===== config.mk =====
export PLATFORM = sky130hd
export DESIGN_NAME = nibble_serial_add_ctrl
export DESIGN_NICKNAME = d
export VERILOG_FILES = /design/src/rtl/nibble_serial_add_ctrl_pkg.sv /design/src/rtl/nibble_serial_add_ctrl_adder.sv /design/src/rtl/nibble_serial_add_ctrl.sv
export SDC_FILE = /design/constraint.sdc
export NUM_CORES = 1
export LEC_CHECK = 0
export ABC_AREA = 0
export CORE_MARGIN = 2
export CORE_UTILIZATION = 39
export CTS_CLUSTER_SIZE = 28
export DETAILED_ROUTE_END_ITERATION = 7
export MAX_ROUTING_LAYER = met4
export PLACE_DENSITY = 0.66
export SYNTH_ARGS = -nofsm -noshare
export SYNTH_HDL_FRONTEND = slang
export SYNTH_SLANG_ARGS = --single-unit

===== constraint.sdc =====
create_clock -name clk -period 5.6 [get_ports clk]
set_clock_uncertainty 0.05 [all_clocks]
set_input_delay 0.84 -clock clk [delete_from_list [all_inputs] [get_ports clk]]
set_output_delay 0.84 -clock clk [all_outputs]
set_load 0.05 [all_outputs]

===== src/rtl/nibble_serial_add_ctrl_pkg.sv =====
// Shared definitions for the nibble-serial adder controller.
//   state_t : controller FSM encoding (IDLE=0, RUN=1, DONE=2), 2 bits
//   DIGIT_W : width of one digit handled per cycle by the adder
package nibble_serial_add_ctrl_pkg;

   localparam int DIGIT_W = 4;
   localparam int STATE_W = 2;

   typedef enum logic [STATE_W-1:0] {
      IDLE = 2'd0,
      RUN  = 2'd1,
      DONE = 2'd2
   } state_t;

endpackage


===== src/rtl/nibble_serial_add_ctrl_adder.sv =====
// Combinational digit adder used by the serial controller.
//   a, b : DIGIT_W-bit addends
//   cin  : carry in
//   s    : DIGIT_W-bit sum
//   cout : carry out of the top bit
module nibble_serial_add_ctrl_adder
   import nibble_serial_add_ctrl_pkg::*;
(
   input  logic [DIGIT_W-1:0] a,
   input  logic [DIGIT_W-1:0] b,
   input  logic               cin,
   output logic [DIGIT_W-1:0] s,
   output logic               cout
);

   // carry[gi] is the carry into bit gi; carry[DIGIT_W] leaves the digit.
   logic [DIGIT_W:0] carry;

   assign carry[0] = cin;

   genvar gi;
   generate
      for (gi = 0; gi < DIGIT_W; gi++) begin : g_bit
         assign s[gi]        = a[gi] ^ b[gi] ^ carry[gi];
         assign carry[gi+1]  = (a[gi] & b[gi]) | (carry[gi] & (a[gi] ^ b[gi]));
      end
   endgenerate

   assign cout = carry[DIGIT_W];

endmodule


===== src/rtl/nibble_serial_add_ctrl.sv =====
// Nibble-serial adder controller.
// Accepts an operand set (a, b, cin) in IDLE, then spends NIBBLES cycles in
// RUN feeding one digit per cycle (LSB first) through a single digit adder,
// and finally presents the sum in DONE until the consumer takes it.
//   clk, rst            : clock, synchronous active-high reset
//   in_valid / in_ready : operand handshake (ready only in IDLE)
//   a, b, cin           : operands (W = 4*NIBBLES bits) and initial carry
//   out_valid/out_ready : result handshake
//   s, cout             : sum modulo 2^W and final carry
//   busy                : high whenever the FSM is not in IDLE
module nibble_serial_add_ctrl
   import nibble_serial_add_ctrl_pkg::*;
#(
   parameter int NIBBLES = 4
) (
   input  logic                     clk,
   input  logic                     rst,
   input  logic                     in_valid,
   output logic                     in_ready,
   input  logic [DIGIT_W*NIBBLES-1:0] a,
   input  logic [DIGIT_W*NIBBLES-1:0] b,
   input  logic                     cin,
   output logic                     out_valid,
   input  logic                     out_ready,
   output logic [DIGIT_W*NIBBLES-1:0] s,
   output logic                     cout,
   output logic                     busy
);

   localparam int W     = DIGIT_W * NIBBLES;
   localparam int CNT_W = (NIBBLES > 1) ? $clog2(NIBBLES) : 1;
   localparam logic [CNT_W-1:0] CNT_LAST = CNT_W'(NIBBLES - 1);

   state_t             state_reg, state_next;
   logic [W-1:0]       a_reg, b_reg, s_reg;
   logic [CNT_W-1:0]   cnt_reg;
   logic               carry_reg;
   logic               cout_reg;
   logic               out_valid_reg;

   logic [DIGIT_W-1:0] dig_s;
   logic               dig_c;
   logic [W-1:0]       s_shift;
   logic               accept;
   logic               take;

   nibble_serial_add_ctrl_adder u_adder (
      .a    (a_reg[DIGIT_W-1:0]),
      .b    (b_reg[DIGIT_W-1:0]),
      .cin  (carry_reg),
      .s    (dig_s),
      .cout (dig_c)
   );

   assign accept  = in_valid && (state_reg == IDLE);
   // The result is only taken once out_valid is actually visible.
   assign take    = (state_reg == DONE) && out_valid_reg && out_ready;
   // New digit enters at the top; after NIBBLES shifts digit 0 sits at the LSB.
   assign s_shift = (s_reg >> DIGIT_W) | (W'(dig_s) << (W - DIGIT_W));

   always_ff @(posedge clk) begin
      if (rst) begin
         state_reg <= IDLE;
      end else begin
         state_reg <= state_next;
      end
   end

   always_comb begin
      state_next = state_reg;
      case (state_reg)
         IDLE:    if (accept) state_next = RUN;
         RUN:     if (cnt_reg == CNT_LAST) state_next = DONE;
         DONE:    if (take) state_next = IDLE;
         default: state_next = IDLE;
      endcase
   end

   always_ff @(posedge clk) begin
      if (rst) begin
         a_reg         <= '0;
         b_reg         <= '0;
         s_reg         <= '0;
         cnt_reg       <= '0;
         carry_reg     <= 1'b0;
         cout_reg      <= 1'b0;
         out_valid_reg <= 1'b0;
      end else begin
         case (state_reg)
            IDLE: begin
               if (accept) begin
                  a_reg     <= a;
                  b_reg     <= b;
                  carry_reg <= cin;
                  cnt_reg   <= '0;
               end
            end
            RUN: begin
               a_reg     <= a_reg >> DIGIT_W;
               b_reg     <= b_reg >> DIGIT_W;
               carry_reg <= dig_c;
               s_reg     <= s_shift;
               if (cnt_reg != CNT_LAST) begin
                  cnt_reg <= cnt_reg + CNT_W'(1);
               end else begin
                  cout_reg <= dig_c;
               end
            end
            DONE: begin
               // out_valid rises one edge into DONE so it lands NIBBLES+1
               // edges after the accept edge, then holds until taken.
               out_valid_reg <= !take;
            end
            default: begin
               out_valid_reg <= 1'b0;
            end
         endcase
      end
   end

   assign in_ready  = (state_reg == IDLE);
   assign busy      = (state_reg != IDLE);
   assign out_valid = out_valid_reg;
   assign s         = s_reg;
   assign cout      = cout_reg;

endmodule

==> flow_summary.toml <==
[outcome]
status = "completed"

[layout]
finalNetCount = 354
fill_cells = 620
diodes = 0
area_growth_pct = 24.2
drive_gt1_frac = 0.115

[pwr]
power_density_mw_per_mm2 = 273
sw_frac_of_total = 0.286
pwr-share-clk = 0.266
ir_drop_mv = 0.127
p_leak_nw = 1.10
intPower_w = 0.000586
p_sw_w = 0.000235
combPwrFrac = 0.203
pwr-share-seq = 0.532

[die]
core_area_mm2 = 0.00596
start_util = 0.407
die_w_um = 82.8
die-height_um = 82.8
io_pins = 57
num_rows = 28
die-area_mm2 = 0.00686

[cts]
cts_made_buffers = 5
clk_latency_ns = 0.31
cts_tree = "done"
clock-sinks = 55
hold_buffers = 0
cts_root_buffer = "clkbuf_8"
htreeDepth = 2
post-cts-setup-buffer-count = 0
ctsResizeCount = 0
clockBufferDepth = 2
cts.clk_slew.worst_paths_ns = 0.09

[sta]
fmax_mhz = 356
whs_ns = 0.407
slew_violations = 0
rsz0062_at_grt = "no"
finalSetupViolCount = 0
hold_viol_final = 0
tightest_slew_ns = 1.14
period_share = 0.501
fin_crit_ns = 2.81
max_slew_margin = 0.239
fin_tns_setup_ns = 0

[detailed_routing]
drtPass1Iterations = 4
postRouteWirelength_um = 5010
route.met3.wl_um = 212
wl_per_cell_um = 13.0
drtIter0Drc = 111
remaining_drc_errors = 0
drtAntennaViolNets = 0
dr.max_layer_used = "met4"
viasPerCell = 5.05
vias = 1956
wl_met2_um = 2410
drt-met1-wl_um = 2340

[synth]
synth_xor_area_frac = 0
synth_top_family_by_area = "compound AO/OA/AOI/OAI gates"
yosysWarnings = 0
synth-edff-count = 0
ys_seq_area_frac = 0.454
synth_common_cells = "55 x dfxtp_1, 55 x nand2_1, 33 x nor2_1"
syn_area_per_cell_um2 = 8.94
synth_top_area_cell = "dfxtp_1"
synthFlopType = "dfxtp_1"
yosysTopAreaCellShare = 0.454
synth_cell_types = 30
async_flop_share = 0
synth_adder_area_share = 0.0382
synth_area_mm2 = 0.00242
synthMuxAreaShare = 0
synth_compound_area_frac = 0.262
synth_nets = 313
synthSimpleGateAreaFrac = 0.166
ys_seq_elements = 55
synthCells = 271
synth.top_cells.by_area = "dfxtp_1 45%, nand2_1 8.5%, a21oi_1 6.6%"

[worst_setup_path]
crit_required_ns = 4.71
crit_slowest_cell = "clkdlybuf4s50_1"
cp.arrival_ns = 1.92
ff2ff_setup_slack_ns = 3.40
path_buf_inv = 2
cp_max_fo = 9
cp_top_family = "buffers and inverters"
cp-start-kind = "flip-flop"
r2r-start = "a_reg[0]"
r2r_end = "s[15]"
slowest_delay_ns = 0.79
crit_type = "reg2out"
cp.depth = 3
worstSetupEndpointType = "output pin"
rr_worst_depth = 8
cp_cell_sequence = "or2_2 > inv_1 > clkdlybuf4s50_1"

[flow_run]
cap_viol_max_count = 0

[grt]
first_global_vias = 1861
grt_max_degree = 57
antenna_found_initial = 0
grt_use_total = 0.152
grt.overflow.total = 0
grt_pass1_wl_um = 8400

[min_path]
min_delay_path_depth = 2
holdCritPathClass = "reg2reg"
hp-start = "s[0]"
worstHoldEndpoint = "s[0]"

[place]
place.gp.congestion = 0.706
post-dp-hpwl_um = 3320
io_buffers = 56
[how the worst max path moves through the flow]
stage | start | to | slack (ns)
after detailed placement | in_valid | b_reg[1] | 2.99
after global routing | state_reg[1] | in_ready | 2.72
after CTS | state_reg[1] | in_ready | 2.77
after floorplan | state_reg[1] | in_ready | 3.48
final | state_reg[1] | in_ready | 2.79
after global placement | in_valid | b_reg[3] | 3.02
[cell type report]
class / count / area [um2] / area share
Inverter: 9 / 33.8 / 0.0112
Tap cell: 75 / 93.8 / 0.0312
Timing Repair Buffer: 57 / 563 / 0.187
Multi-Input combinational cell: 184 / 1130 / 0.375
Sequential cell: 55 / 1100 / 0.366
Clock buffer: 6 / 82.6 / 0.0274
Clock inverter: 1 / 5.00 / 0.00166
[routing by layer]
metal / track usage / vias up
li1: - / 999
met1: 0.176 / 907
met2: 0.265 / 44
met3: 0.0388 / 6
met4: 0.0358 / 0
met5: - / -
[layout by cell type, fill, tap and decap left out]
| master | synthesis | final |
|---|---|---|
| nor4_1 | 1 | 1 |
| a311oi_2 | 1 | 1 |
| ha_1 | 1 | 1 |
| nor3b_4 | 1 | 1 |
| inv_1 | 9 | 9 |
| buf_2 | 7 | 1 |
| o21bai_4 | 1 | 1 |
| a21oi_2 | 10 | 10 |
| dfxtp_1 | 55 | 55 |
| buf_4 | 5 | 1 |
| a211oi_1 | 13 | 13 |
| clkbuf_8 | 0 | 6 |
| nor2b_4 | 1 | 1 |
| o21a_1 | 1 | 1 |
| nand2b_1 | 2 | 2 |
| nor2_1 | 33 | 33 |
| o21ba_2 | 1 | 1 |
| a21oi_1 | 32 | 32 |
| fa_1 | 4 | 4 |
| a211oi_2 | 10 | 10 |
| a31o_2 | 1 | 1 |
| nor2b_1 | 1 | 1 |
| nor3b_1 | 1 | 1 |
| a22oi_1 | 8 | 8 |
| a32o_1 | 1 | 1 |
| clkinv_2 | 0 | 1 |
| a221oi_1 | 4 | 4 |
| or2_2 | 1 | 1 |
| nand2_1 | 55 | 55 |
| clkdlybuf4s50_1 | 0 | 55 |
[metrics by stage]
stage / area (um2) / total power, W / instances / setup WS, ns / utilization
4_1_cts: 3010 / 0.000831 / 387 / 2.77 / 0.505
6_report: 3010 / 0.000821 / 387 / 2.79 / 0.505
3_3_place_gp: 2920 / 0.000611 / 380 / 3.02 / 0.491
2_1_floorplan: 2420 / 0.000566 / 271 / 3.48 / -
3_5_place_dp: 2920 / 0.000614 / 380 / 2.99 / 0.491
5_1_grt: 3010 / 0.000865 / 387 / 2.72 / 0.505
[logic make-up after synthesis]
logic type               count (synthesis)
AO/OA/AOI/OAI                           83
adder cells (fa/ha/maj)                  5
flip-flops                              55
AND/OR/NAND/NOR                         96
buffers and inverters                   32
[worst register-to-register path, stage by stage (launching register included)]
cell and delay, ns:
dfxtp_1 0.33, fa_1 0.41, inv_1 0.07, fa_1 0.15
inv_1 0.05, fa_1 0.35, inv_1 0.07, fa_1 0.41
a211oi_1 0.22
[power by group through the flow]
stage | sequential, W | clock, W | combinational (W)
after detailed placement | 0.000446 | 0 | 0.000168
final | 0.000436 | 0.000218 | 0.000166
after floorplan | 0.000455 | 0 | 0.000111
after global routing | 0.000440 | 0.000240 | 0.000185
after global placement | 0.000445 | 0 | 0.000166
after CTS | 0.000437 | 0.000226 | 0.000168
Power figures use the tool's default switching activity.
